<file path="config.mk">
export PLATFORM = sky130hd
export DESIGN_NAME = instr_inv_scheduler_flat
export DESIGN_NICKNAME = d
export VERILOG_FILES = /design/src/rtl/instr_inv_scheduler_pkg.sv /design/src/rtl/instr_inv_scheduler_if.sv /design/src/rtl/instr_inv_fifo.sv /design/src/rtl/instr_inv_scheduler.sv /design/src/flat_wrapper.sv
export SDC_FILE = /design/constraint.sdc
export NUM_CORES = 1
export LEC_CHECK = 0
export CORE_AREA = 2 2 122 124
export CTS_CLUSTER_DIAMETER = 40
export DETAILED_ROUTE_END_ITERATION = 7
export DIE_AREA = 0 0 124 126
export HOLD_SLACK_MARGIN = 0.03
export PLACE_DENSITY_LB_ADDON = 0.25
export SYNTH_ARGS = -nofsm -noshare
export SYNTH_HDL_FRONTEND = slang
export SYNTH_HIERARCHICAL = 1
export SYNTH_SLANG_ARGS = --single-unit
</file>
<file path="constraint.sdc">
create_clock -name clk -period 5.3 [get_ports clk]
set_input_delay 1.59 -clock clk [delete_from_list [all_inputs] [get_ports clk]]
set_output_delay 1.59 -clock clk [all_outputs]
set_load 0.02 [all_outputs]
</file>
<file path="src/rtl/instr_inv_scheduler_pkg.sv">
// rtl/instr_inv_scheduler_pkg.sv - shared types and helpers for the instruction invalidation scheduler
package instr_inv_scheduler_pkg;

   localparam int ADDR_W              = 30;
   localparam int MIN_INV_QUEUE_DEPTH = 2;

   typedef struct packed {
      logic [ADDR_W-1:0] addr;
   } inv_entry_t;

   // Coalescing tag: the word address with the within-line word offset masked off
   function automatic logic [ADDR_W-1:0] inv_line_bits(input logic [ADDR_W-1:0] addr,
                                                       input int unsigned       line_w);
      logic [ADDR_W-1:0] mask;
      mask = ~(ADDR_W'(line_w) - ADDR_W'(1));
      return addr & mask;
   endfunction

endpackage

</file>
<file path="src/rtl/instr_inv_scheduler_if.sv">
// rtl/instr_inv_scheduler_if.sv - valid/ready invalidation channel carrying a word address
interface instr_inv_scheduler_if;
   import instr_inv_scheduler_pkg::*;

   logic              valid;
   logic [ADDR_W-1:0] addr;
   logic              ready;

   modport master (output valid, output addr, input ready);
   modport slave  (input valid, input addr, output ready);

endinterface

</file>
<file path="src/rtl/instr_inv_fifo.sv">
// rtl/instr_inv_fifo.sv - circular invalidation queue with head and last-written entry views
module instr_inv_fifo
   import instr_inv_scheduler_pkg::*;
#(
   parameter int unsigned DEPTH = 4
) (
   input  logic       clk,
   input  logic       rst,
   input  logic       push,
   input  inv_entry_t push_entry,
   input  logic       pop,
   output inv_entry_t head,
   output inv_entry_t last,
   output logic       full,
   output logic       empty,
   output logic       single,
   output logic       empty_next
);

   localparam int unsigned AW = $clog2(DEPTH);
   localparam int unsigned PW = AW + 1;

   logic [PW-1:0] wptr_q, rptr_q;
   logic [PW-1:0] occ, occ_next;
   logic [AW-1:0] last_idx;
   inv_entry_t    mem [DEPTH];

   always_ff @(posedge clk or negedge rst) begin
      if (!rst) begin
         wptr_q <= '0;
         rptr_q <= '0;
      end else begin
         if (push) wptr_q <= wptr_q + PW'(1);
         if (pop)  rptr_q <= rptr_q + PW'(1);
      end
   end

   always_ff @(posedge clk) begin
      if (push) mem[wptr_q[AW-1:0]] <= push_entry;
   end

   assign occ        = wptr_q - rptr_q;
   assign occ_next   = occ + PW'(push) - PW'(pop);
   assign full       = (wptr_q[AW] != rptr_q[AW]) && (wptr_q[AW-1:0] == rptr_q[AW-1:0]);
   assign empty      = (wptr_q == rptr_q);
   assign single     = (occ == PW'(1));
   assign empty_next = (occ_next == '0);

   // While non-empty, the entry just behind wptr is the youngest one still stored
   assign last_idx   = wptr_q[AW-1:0] - AW'(1);
   assign head       = mem[rptr_q[AW-1:0]];
   assign last       = mem[last_idx];

endmodule

</file>
<file path="src/rtl/instr_inv_scheduler.sv">
// rtl/instr_inv_scheduler.sv - queues store-raised instruction invalidations and replays them to icache and predictor
module instr_inv_scheduler
   import instr_inv_scheduler_pkg::*;
#(
   parameter int unsigned DEPTH          = 4,
   parameter int unsigned LINE_W         = 4,
   parameter bit          INCLUDE_BP_INV = 1'b1
) (
   input  logic                  clk,
   input  logic                  rst,
   instr_inv_scheduler_if.slave  inv,
   instr_inv_scheduler_if.master icache_inv,
   instr_inv_scheduler_if.master bp_inv,
   input  logic                  fence_req,
   output logic                  fence_ack,
   output logic                  empty
);

   if (DEPTH < MIN_INV_QUEUE_DEPTH || (DEPTH & (DEPTH - 1)) != 0) begin : g_bad_depth
      $error("instr_inv_scheduler: DEPTH must be a power of 2 and at least 2");
   end

   inv_entry_t push_entry, head, last;
   logic       full, empty_q, single, empty_next;
   logic       push_acc, coalesce, write, pop;
   logic       ic_done_q, bp_done_q, bp_done;
   logic       ic_hs, bp_hs, head_touched;
   logic       fence_pending_q, fence_ack_q, pending_now;

   instr_inv_fifo #(.DEPTH(DEPTH)) u_fifo (
      .clk        (clk),
      .rst        (rst),
      .push       (write),
      .push_entry (push_entry),
      .pop        (pop),
      .head       (head),
      .last       (last),
      .full       (full),
      .empty      (empty_q),
      .single     (single),
      .empty_next (empty_next)
   );

   assign bp_done = INCLUDE_BP_INV ? bp_done_q : 1'b1;

   assign icache_inv.valid = !empty_q && !ic_done_q;
   assign icache_inv.addr  = head.addr;
   assign bp_inv.valid     = !empty_q && !bp_done;
   assign bp_inv.addr      = head.addr;
   assign inv.ready        = !full;

   assign ic_hs = icache_inv.valid && icache_inv.ready;
   assign bp_hs = bp_inv.valid && bp_inv.ready;
   assign pop   = !empty_q && (ic_done_q || ic_hs) && (bp_done || bp_hs);

   // A single stored entry is also the head; once any sink has taken it, merging would lose coverage
   assign head_touched = ic_done_q || ic_hs || bp_done_q || bp_hs || pop;

   assign push_entry = '{addr: inv.addr};
   assign push_acc   = inv.valid && !full;
   assign coalesce   = push_acc && !empty_q && !(single && head_touched) &&
                       (inv_line_bits(inv.addr, LINE_W) == inv_line_bits(last.addr, LINE_W));
   assign write      = push_acc && !coalesce;

   always_ff @(posedge clk or negedge rst) begin
      if (!rst) begin
         ic_done_q <= 1'b0;
         bp_done_q <= 1'b0;
      end else if (pop) begin
         ic_done_q <= 1'b0;
         bp_done_q <= 1'b0;
      end else begin
         ic_done_q <= ic_done_q || ic_hs;
         bp_done_q <= bp_done_q || bp_hs;
      end
   end

   // The ack looks at occupancy after this cycle's push/pop, so it lands with the empty flag
   assign pending_now = fence_pending_q || fence_req;

   always_ff @(posedge clk or negedge rst) begin
      if (!rst) begin
         fence_pending_q <= 1'b0;
         fence_ack_q     <= 1'b0;
      end else begin
         fence_ack_q     <= pending_now && empty_next;
         fence_pending_q <= pending_now && !empty_next;
      end
   end

   assign fence_ack = fence_ack_q;
   assign empty     = empty_q;

endmodule

</file>
<file path="src/flat_wrapper.sv">
// flat-port wrapper written by rule: the top's interface ports become plain ports
module instr_inv_scheduler_flat import instr_inv_scheduler_pkg::*;
#(
   parameter int unsigned DEPTH          = 4,
   parameter int unsigned LINE_W         = 4,
   parameter bit          INCLUDE_BP_INV = 1'b1
)
  (clk, rst, fence_req, fence_ack, empty, inv_valid, inv_addr, inv_ready, icache_inv_valid, icache_inv_addr, icache_inv_ready, bp_inv_valid, bp_inv_addr, bp_inv_ready);
  instr_inv_scheduler_if inv_i ();
  instr_inv_scheduler_if icache_inv_i ();
  instr_inv_scheduler_if bp_inv_i ();
  input  logic clk;
  input  logic rst;
  input  logic fence_req;
  output logic fence_ack;
  output logic empty;
  input wire logic [$bits(inv_i.valid)-1:0] inv_valid;
  input wire logic [$bits(inv_i.addr)-1:0] inv_addr;
  output wire logic [$bits(inv_i.ready)-1:0] inv_ready;
  output wire logic [$bits(icache_inv_i.valid)-1:0] icache_inv_valid;
  output wire logic [$bits(icache_inv_i.addr)-1:0] icache_inv_addr;
  input wire logic [$bits(icache_inv_i.ready)-1:0] icache_inv_ready;
  output wire logic [$bits(bp_inv_i.valid)-1:0] bp_inv_valid;
  output wire logic [$bits(bp_inv_i.addr)-1:0] bp_inv_addr;
  input wire logic [$bits(bp_inv_i.ready)-1:0] bp_inv_ready;
  assign inv_i.valid = inv_valid;
  assign inv_i.addr = inv_addr;
  assign inv_ready = inv_i.ready;
  assign icache_inv_valid = icache_inv_i.valid;
  assign icache_inv_addr = icache_inv_i.addr;
  assign icache_inv_i.ready = icache_inv_ready;
  assign bp_inv_valid = bp_inv_i.valid;
  assign bp_inv_addr = bp_inv_i.addr;
  assign bp_inv_i.ready = bp_inv_ready;
  instr_inv_scheduler #(.DEPTH(DEPTH), .LINE_W(LINE_W), .INCLUDE_BP_INV(INCLUDE_BP_INV)) u_core (.clk(clk), .rst(rst), .inv(inv_i), .icache_inv(icache_inv_i), .bp_inv(bp_inv_i), .fence_req(fence_req), .fence_ack(fence_ack), .empty(empty));
endmodule
</file>
# Word-level counts from Yosys, hierarchy flattened

Memories as Yosys holds them, arrays and structs flattened.
Cells that the tools add are included.

Bits in registers: 10
Bits in writable memories: 120
Output and inout port bits: 65
Logic and storage cells: 51
Memories kept: 1

Memories:

| name              | depth | bits a word | rd ports | clocked after Yosys merged registers in | write ports | line                 | RTL |
|---|---|---|---|---|---|---|---|
| u_core.u_fifo.mem | 4     | 30          | 2        | 0                                       | 1           | instr_inv_fifo.sv:26 | `inv_entry_t mem [DEPTH];` |

$add $sub $neg: 6
Eq/ne operators: 5
Multiplexer cells: 4
Reduce and logical (&&, ||, !) cells: 29

Operator list:

| operator              | number |
|---|---|
| $eq A28 B28 Y1        | 1 |
| $logic_and A1 B1 Y1   | 15 |
| $logic_not A1 Y1      | 7 |
| $add A3 B1 Y3 const B | 2 |
| $logic_or A1 B1 Y1    | 6 |
| $mux W1               | 4 |
| $add A3 B1 Y3         | 1 |
| $eq A3 B1 Y1 const B  | 1 |
| $eq A3 B3 Y1          | 1 |
| $logic_not A3 Y1      | 1 |
| $sub A3 B1 Y3         | 1 |
| $sub A3 B3 Y3         | 1 |
| $eq A2 B2 Y1          | 1 |
| $sub A2 B1 Y2 const B | 1 |
| $ne A1 B1 Y1          | 1 |

# Depth between registers and ports, before layout

Depth in word-level cells: 19
Depth in mapped cells: 17
Mapped depth without buffers: 15

# Modules after synthesis

Netlist, hierarchy kept.

Modules (own cells, without submodules):

| module              | times used | cells each | area each (um^2) | sequential area each (um^2) |
|---|---|---|---|---|
| instr_inv_fifo      | 1          | 237        | 5565.3           | 3753.6 |
| instr_inv_scheduler | 1          | 90         | 711.9            | 100.1 |

# Worst setup path after synthesis

OpenSTA, ideal clock, no wires.

Path type: register -> register
From: reg u_core.u_fifo.wptr_q[0]
To: reg u_core.fence_ack_q, in the netlist u_core/fence_ack
Library setup time: 0.073 ns
Data arrival time: 3.660 ns
Required time: 5.227 ns
Path slack: 1.567 ns
Cell stages (with the launch flop): 17
Cell sequence: dfrtp_1 -> buf_6 -> buf_6 -> inv_1 -> ha_1 -> buf_1 -> mux4_2 -> xnor2_1 -> nand4_1 -> nor4_1 -> a21oi_1 -> ha_1 -> fa_1 -> xor2_1 -> xnor3_1 -> nor3_2 -> nor2b_1

RTL lines:

| item                   | line                      | RTL |
|---|---|---|
| start, declared        | instr_inv_fifo.sv:23      | `logic [PW-1:0] wptr_q, rptr_q;` |
| start signal, assigned | instr_inv_fifo.sv:33      | `if (push) wptr_q <= wptr_q + PW'(1);` |
| end signal, assigned   | instr_inv_scheduler.sv:86 | `fence_ack_q <= pending_now && empty_next;` |
| end, declared          | instr_inv_scheduler.sv:28 | `logic fence_pending_q, fence_ack_q, pending_now;` |

==> flow_summary.toml <==
[timing]
period_minus_slack_ps = 4490
fmax_mhz = 223
relSlewSlack_pct = 57.5
fin_tns_setup_ps = 0
drv_slew = 0
skew_ps = 7.80
fin_crit_sh_pct = 84.8
tightest_slew_ps = 638
rsz0062_at_grt = "no"
finalHoldViolations = 0
whs_ps = 475
setup_viol = 0

[worst_hold_path]
worstHoldEndpoint = "u_core/fence_pending_q$_DFF_PN0_"
hold_path.class = "reg -> reg"
min_path_cells = 2
min-delay-start = "u_core/fence_pending_q$_DFF_PN0_"

[synth]
netlist_instances = 325
synthesis.nets = 372
synth.cell_area_mm2 = 0.00623
synth-warning-count = 6
synth_area_per_cell_um2 = 19.2

[die]
die_w_um = 124
core-area_mm2 = 0.0143
dieArea_mm2 = 0.0156
start_util_pct = 43.5
pin_count = 101
rows = 44
die-height_um = 126

[clock_network]
ctsResizeCount = 0
cts_setup_buffers = 0
clock_sinks = 130
numCtsBuffers = 17
ctsRootBufferMaster = "clkbuf_16"
clk_pin_slew_ps = 50
hold_buffers = 0
cts_tree = "built"
cts_max_level = 4
clk_latency_ps = 410
cts_buffer_depth = 2

[finish]
layout-drive-gt1-share_pct = 21.7
final_core_util_pct = 54.1
syn_to_final_growth_pct = 24.2
nNetsFinal = 462
fillers = 1170
fin_cells = 612
num_antenna_cells = 0

[setup_path]
worstPathCellList = "inv_1 -> ha_1 -> buf_4 -> mux4_1 -> xnor2_1 -> nand4_1 -> nor4_1 -> a21oi_1 -> ha_1 -> fa_1 -> xor2_1 -> xnor3_1 -> nor3_2 -> nor2b_1"
crit_type = "reg -> reg"
crit_buf_inv = 2
crit_family = "adder cells"
reg2reg_to = "u_core/fence_ack$_DFF_PN0_"
slowest_stage = "ha_1"
start_kind = "flop"
endpoint_kind = "flop"
critical_path_required_ps = 5640
arrival_ps = 4830
worst_path_most_repeated_cell = "ha_1"
critPathMaxFanout = 21
reg2reg_slack_ps = 810
worstReg2RegStart = "u_core/u_fifo/wptr_q[1]$_DFFE_PN0P_"
reg2reg_depth = 14
slowest_delay_ps = 620

[drt]
wl_per_cell_um = 21.2
drc = 0
wl_um = 13000
ant_nets = 0
via_count = 3343
vias_per_cell = 5.46
drt_pre_antenna_iters = 4
drtIter0Drc = 183

[grt]
grt.total_usage_pct = 18.1
grt_pass1_vias = 3555
grt_max_degree = 32
antenna_found_initial = 0
grt_pass1_wl_um = 20200
overflow = 0

[place]
dp.cells = 580
hpwlAfterDp_um = 8660
place.gp.congestion = 0.826
io_buffers = 100

[power]
power.leakage_nw = 2.59
p_per_area_mw_per_mm2 = 715
ir_drop_mv = 0.313

[run_status]
status = "completed"

[run]
cap_violations = 0
-- final cells by class --
cell class / instances / area, um2 / area share, %
tap: 184 / 230 / 2.98
inverter: 7 / 26.3 / 0.340
timing repair buffer: 114 / 1110 / 14.3
multi-input combinational: 145 / 2030 / 26.2
sequential: 130 / 3860 / 49.8
clock inverter: 10 / 43.8 / 0.566
clock buffer: 22 / 444 / 5.74
-- worst register-to-register path, stage by stage (launching register included) --
cell and delay (ps):
dfrtp_1 420, inv_1 140, ha_1 620, buf_4 420
mux4_1 370, xnor2_1 330, nand4_1 170, nor4_1 350
a21oi_1 260, ha_1 290, fa_1 380, xor2_1 150
xnor3_1 240, nor3_2 140, nor2b_1 140
-- where the power goes --
group	internal [mW]	total [mW]	leakage, nW	switching [mW]
Sequential	1.40	1.53	1.22	0.136
Clock	0.582	0.960	0.243	0.378
Combinational	1.51	3.04	1.13	1.53
Total	3.49	5.53	2.59	2.04
-- state kept, by name (all words and copies together), names as in the netlist --
name,count
u_core/fence_pending_q,1
u_core/ic_done_q,1
u_core/fence_ack,1
u_core/u_fifo/wptr_q,3
u_core/u_fifo/mem,120
u_core/bp_done,1
u_core/u_fifo/rptr_q,3
-- layer usage --
metal / wire length [um] / vias up / share of wire [%] / track usage (%)
met5: 0 / - / 0 / 0
met4: 160 / 0 / 1.2 / 6.15
met3: 575 / 15 / 4.4 / 3.89
met2: 6540 / 102 / 50 / 28.6
met1: 5710 / 1762 / 44 / 25.1
li1: - / 1464 / - / -
-- cells in the final DEF (no fill, tap or decap), types with 8 or more instances in the layout --
| master | n |
|---|---|
| mux4_2 | 52 |
| dfrtp_1 | 8 |
| xnor2_1 | 30 |
| buf_4 | 14 |
| clkdlybuf4s50_1 | 100 |
| clkbuf_16 | 17 |
| nor2_1 | 9 |
| ha_1 | 9 |
| edfxtp_1 | 120 |
-- how the worst max path moves through the flow --
| stage | endpoint | cells after the start | start |
|---|---|---|---|
| 3_3_place_gp | u_core/fence_ack$_DFF_PN0_ | 11 | inv_addr[11] |
| 3_5_place_dp | u_core/fence_ack$_DFF_PN0_ | 11 | inv_addr[11] |
| 2_1_floorplan | u_core/fence_ack$_DFF_PN0_ | 16 | u_core/u_fifo/wptr_q[0]$_DFFE_PN0P_ |
| 4_1_cts | u_core/fence_ack$_DFF_PN0_ | 14 | u_core/u_fifo/wptr_q[1]$_DFFE_PN0P_ |
| 5_1_grt | u_core/fence_ack$_DFF_PN0_ | 14 | u_core/u_fifo/wptr_q[1]$_DFFE_PN0P_ |
| 6_report | u_core/fence_ack$_DFF_PN0_ | 14 | u_core/u_fifo/wptr_q[1]$_DFFE_PN0P_ |
-- through the flow --
step / power [mW] / area (um2) / setup slack [ps]
after floorplan: 3.71 / 6230 / 1580
after global placement: 4.60 / 7250 / 828
after detailed placement: 4.63 / 7250 / 681
after CTS: 5.61 / 7740 / 800
after global routing: 5.86 / 7740 / 431
final: 5.53 / 7740 / 807
Note: power is estimated with default switching activity, not from simulation.
